[src/rtl/wb_mem_arbiter.sv]
// Two-master pipelined Wishbone arbiter sharing one single-port synchronous RAM.
// Round-robin on conflicts; a {valid, id} tag pipeline steers each ack back to its issuer.
module wb_mem_arbiter #(
    parameter int AW  = 15,
    parameter int LAT = 2
) (
    input  logic          clk_i,
    input  logic          rst_i,

    input  logic          i_cyc,
    input  logic          i_stb,
    input  logic          i_we,
    input  logic [3:0]    i_sel,
    input  logic [31:0]   i_adr,
    input  logic [31:0]   i_dat_m,
    output logic          i_ack,
    output logic          i_stall,
    output logic [31:0]   i_dat_s,

    input  logic          d_cyc,
    input  logic          d_stb,
    input  logic          d_we,
    input  logic [3:0]    d_sel,
    input  logic [31:0]   d_adr,
    input  logic [31:0]   d_dat_m,
    output logic          d_ack,
    output logic          d_stall,
    output logic [31:0]   d_dat_s,

    output logic [AW-1:0] mem_adr,
    output logic [31:0]   mem_d,
    output logic          mem_we,
    output logic [3:0]    mem_be,
    input  logic [31:0]   mem_q
);

    localparam logic INS = 1'b0;
    localparam logic DAT = 1'b1;

    logic           i_req;
    logic           d_req;
    logic           grant_i;
    logic           grant_d;
    logic           granted;
    logic           grant_id;
    logic           last;
    logic [LAT-1:0] stg_valid;
    logic [LAT-1:0] stg_id;
    logic           unused_adr_bits;

    assign i_req = i_cyc & i_stb;
    assign d_req = d_cyc & d_stb;

    // Nothing is granted while reset is held, so both stalls simply follow the requests.
    always_comb begin
        grant_i = 1'b0;
        grant_d = 1'b0;
        if (!rst_i) begin
            if (i_req && d_req) begin
                if (last == INS) grant_d = 1'b1;
                else             grant_i = 1'b1;
            end else begin
                grant_i = i_req;
                grant_d = d_req;
            end
        end
    end

    assign granted  = grant_i | grant_d;
    assign grant_id = grant_d ? DAT : INS;

    assign i_stall = i_req & ~grant_i;
    assign d_stall = d_req & ~grant_d;

    // The instruction master owns the memory bus whenever the data master is not granted.
    always_comb begin
        mem_adr = i_adr[AW+1:2];
        mem_d   = i_dat_m;
        mem_be  = i_sel;
        mem_we  = grant_i & i_we;
        if (grant_d) begin
            mem_adr = d_adr[AW+1:2];
            mem_d   = d_dat_m;
            mem_be  = d_sel;
            mem_we  = d_we;
        end
    end

    always_ff @(posedge clk_i or posedge rst_i) begin
        if (rst_i) begin
            last <= INS;
        end else if (granted) begin
            last <= grant_id;
        end
    end

    // Entries whose owner has dropped cyc are killed as they advance; the last
    // stage is covered by the cyc term in the ack equations below.
    always_ff @(posedge clk_i or posedge rst_i) begin
        if (rst_i) begin
            stg_valid <= '0;
            stg_id    <= '0;
        end else begin
            stg_valid[0] <= granted;
            stg_id[0]    <= grant_id;
            for (int k = 1; k < LAT; k++) begin
                stg_valid[k] <= stg_valid[k-1] & (stg_id[k-1] ? d_cyc : i_cyc);
                stg_id[k]    <= stg_id[k-1];
            end
        end
    end

    assign i_ack = stg_valid[LAT-1] & (stg_id[LAT-1] == INS) & i_cyc;
    assign d_ack = stg_valid[LAT-1] & (stg_id[LAT-1] == DAT) & d_cyc;

    assign i_dat_s = mem_q;
    assign d_dat_s = mem_q;

    assign unused_adr_bits = ^{i_adr[31:AW+2], i_adr[1:0], d_adr[31:AW+2], d_adr[1:0]};

endmodule

[config.mk]
export PLATFORM = sky130hd
export DESIGN_NAME = wb_mem_arbiter
export DESIGN_NICKNAME = d
export VERILOG_FILES = /design/src/rtl/wb_mem_arbiter.sv
export SDC_FILE = /design/constraint.sdc
export NUM_CORES = 1
export LEC_CHECK = 0
export BUFFER_PORTS_ARGS = -buffer_cell sky130_fd_sc_hd__buf_4
export CAP_MARGIN = 20
export CORE_AREA = 2 2 116 118
export DETAILED_ROUTE_END_ITERATION = 7
export DIE_AREA = 0 0 118 120
export PLACE_DENSITY = 0.46
export SYNTH_ARGS = -nofsm -noshare
export SYNTH_HDL_FRONTEND = slang
export SYNTH_SLANG_ARGS = --single-unit
[constraint.sdc]
create_clock -name clk_i -period 1.4 [get_ports clk_i]
set_input_delay 0.07 -clock clk_i [delete_from_list [all_inputs] [get_ports clk_i]]
set_output_delay 0.07 -clock clk_i [all_outputs]
set_load 0.03 [all_outputs]
==> metrics.txt <==
Yosys top cell area share=0.455; Crit. End Element=primary output; Skew-Pair Late Insertion Delay=between 200 and 250 ps; Startpoint Class=flop; Hold Crit Class=input pin to primary output; Tot GR Track Use=0.0635; CTS clk-pin slew, worst paths=roughly 30 ps; Routed Antenna Nets=0; PwrDens=557 nW/um2; DRT Pass-1 Iters=2; Syn Inst Count=144; Area contributors post-synth=mux2_4, buf_4, dfrtp_1; share of cells above drive strength 1=0.930; Leak Pwr=~1.6 nW; CTS H-tree lvls=1; Finish-stage setup viols=52; clk_skew=about 0.67 ps; Clk pwr share=0.270; reg-to-reg startpoint=last; FF+latch count, synth=5; Setup WS post-layout=-402 ps; share of power burned in registers=0.095; switching part of the total=0.318; synthesized cell area=1580 um2; Hold Vio Cnt, Final=0; Tcrit/Tclk final=1.29; Final Routed Wirelength=roughly 5.3 mm; CTS sink cnt=5; Max transition margin=0.846; Peak VDD IR=about 0.34 mV; switching pwr=about 550 uW; Slew @ Worst Pin=approximately 230 ps; MaxCap Viol Count=0; Slew Limit Fails=0; Remaining DRCs=0; final non-filler cell total=~450; CTS tree=built; Die Width=approximately 120 um; dpl cells=approximately 440; failing checks=negative setup slack; fin crit period=between 1500 and 2000 ps; EDFF count, synth=0; CP Class=flop to primary output; Setup crit start=last; final HPWL from detailed placement=4.34 mm; chip height=between 100 and 150 um; pin count of the biggest net entering global routing=13; internal power=1.18 mW; arrival time of the worst setup path=1730 ps; gpl congestion=about 0.8; RSZ-0062 raised after global routing=true; worst path required time=around 1300 ps; vias in the first global route=around 1,400; Worst Path Max Fanout=7; Num CTS Buffers=3; Fin Setup TNS=-19,100 ps; area grow syn2layout=95.6%; GRT Residual Overflow=0; Main synth FF type=dfrtp_1; Synth area leader=mux2_4; Setup WS pre-CTS=-228 ps; Comb pwr share=0.634; # port buffers=roughly 170; first-pass GRT wire length=7.30 mm; num ports=296; Wirelength per Cell=approximately 12 um; FP Rows=42; clock buffer depth=2; starting density of the core=0.122; Vias=between 1,000 and 1,500; Post-synth top cells=buf_4, mux2_4, buf_12, dfrtp_1; fin nets=450; Hold Crit Start=mem_q[26]; Final Util=0.238; Fmax=between 0.5 and 0.6 GHz; status=finished, violations left; CTS Root Cell=clkbuf_16; net count after synthesis=320; FFs w/ async S/R, synth=1.00; synth warn=0; die area=14,200 um2; drt via density=about 3.2; most numerous cell in the Yosys netlist=buf_4; register area share after synthesis=0.0791; core area=between 10,000 and 15,000 um2; initial detailed-routing violation count=20; Yosys cell types=20; antenna violations before repair=0; diodes inserted=0; Synth Area per Inst=around 11 um2
## final cells by class
cell class                      instances  area, um2
Timing Repair Buffer                  195       1770
Multi-Input combinational cell         68        898
Inverter                                1       3.75
Clock buffer                            4       78.8
Fill cell                            1402       9880
Tap cell                              176        220
Sequential cell                         5        125
## stage by stage
stage	instance area, um2	hold slack, ps	total power, mW
global route	3100	140	1.80
detailed placement	2660	140	1.14
CTS	2960	140	1.70
global placement	2660	140	1.13
finish	3100	140	1.72
floorplan	1580	-143	1.02
## layout by cell type (no fill, tap or decap), drive strengths merged, types with 2 or more instances in the layout
master / instances
dfrtp: 5
a21oi: 3
o21ai: 2
buf: 192
mux2: 51
nand2: 2
clkbuf: 6
## critical path, stage by stage, from the launching register on
cell and delay (ps):
dfrtp_1 370, nand3_2 70, nor3b_4 180, buf_6 150, clkbuf_16 160, buf_12 130, mux2_4 310, buf_6 140
## cell families after synthesis
group                  Yosys count  synth area share
buffers and inverters           71             0.376
flip-flops                       5            0.0791
multiplexers                    52             0.483
AO/OA/AOI/OAI                    6            0.0213
AND/OR/NAND/NOR                 10            0.0403
## registers in the layout, indices dropped and copies added, names as in the netlist
| signal | flops |
|---|---|
| stg_id | 2 |
| stg_valid | 2 |
| last | 1 |
## power by group through the flow
stage	Sequential (mW)	Clock (mW)	Combinational, mW
after floorplan	0.165	0	0.850
after CTS	0.165	0.476	1.06
after global placement	0.165	0	0.965
final	0.164	0.466	1.09
after global routing	0.166	0.487	1.14
after detailed placement	0.165	0	0.970
## path summary, 6_finish.rpt
path | depth (start not counted) | slack [ps] | endpoint
hold reg to reg | 0 | 400 | stg_id[1]
max in group asynchronous | 4 | 680 | stg_id[0]
setup reg to reg | 6 | 220 | stg_id[0]
hold / removal | 0 | 140 | d_dat_s[26]
min in group asynchronous | 4 | 530 | last
setup / recovery | 7 | -400 | mem_d[11]
## per-layer routing
metal,routed length [um],track usage,share of wire,up-vias
met5,0,0,0,-
met4,43,0.0158,0.0081,0
met3,596,0.0285,0.11,6
met2,2870,0.116,0.54,121
met1,1830,0.0667,0.34,638
li1,-,-,-,686
## timing repair
action	in CTS	in global routing
setup buffers	3	4
gates resized for setup	50	18
gates cloned	1	2
pin swaps	1	2
hold buffers	1	0
setup endpoints to repair	53	52
endpoints found under the hold margin	5	0
(Power assumes the default switching activity.)
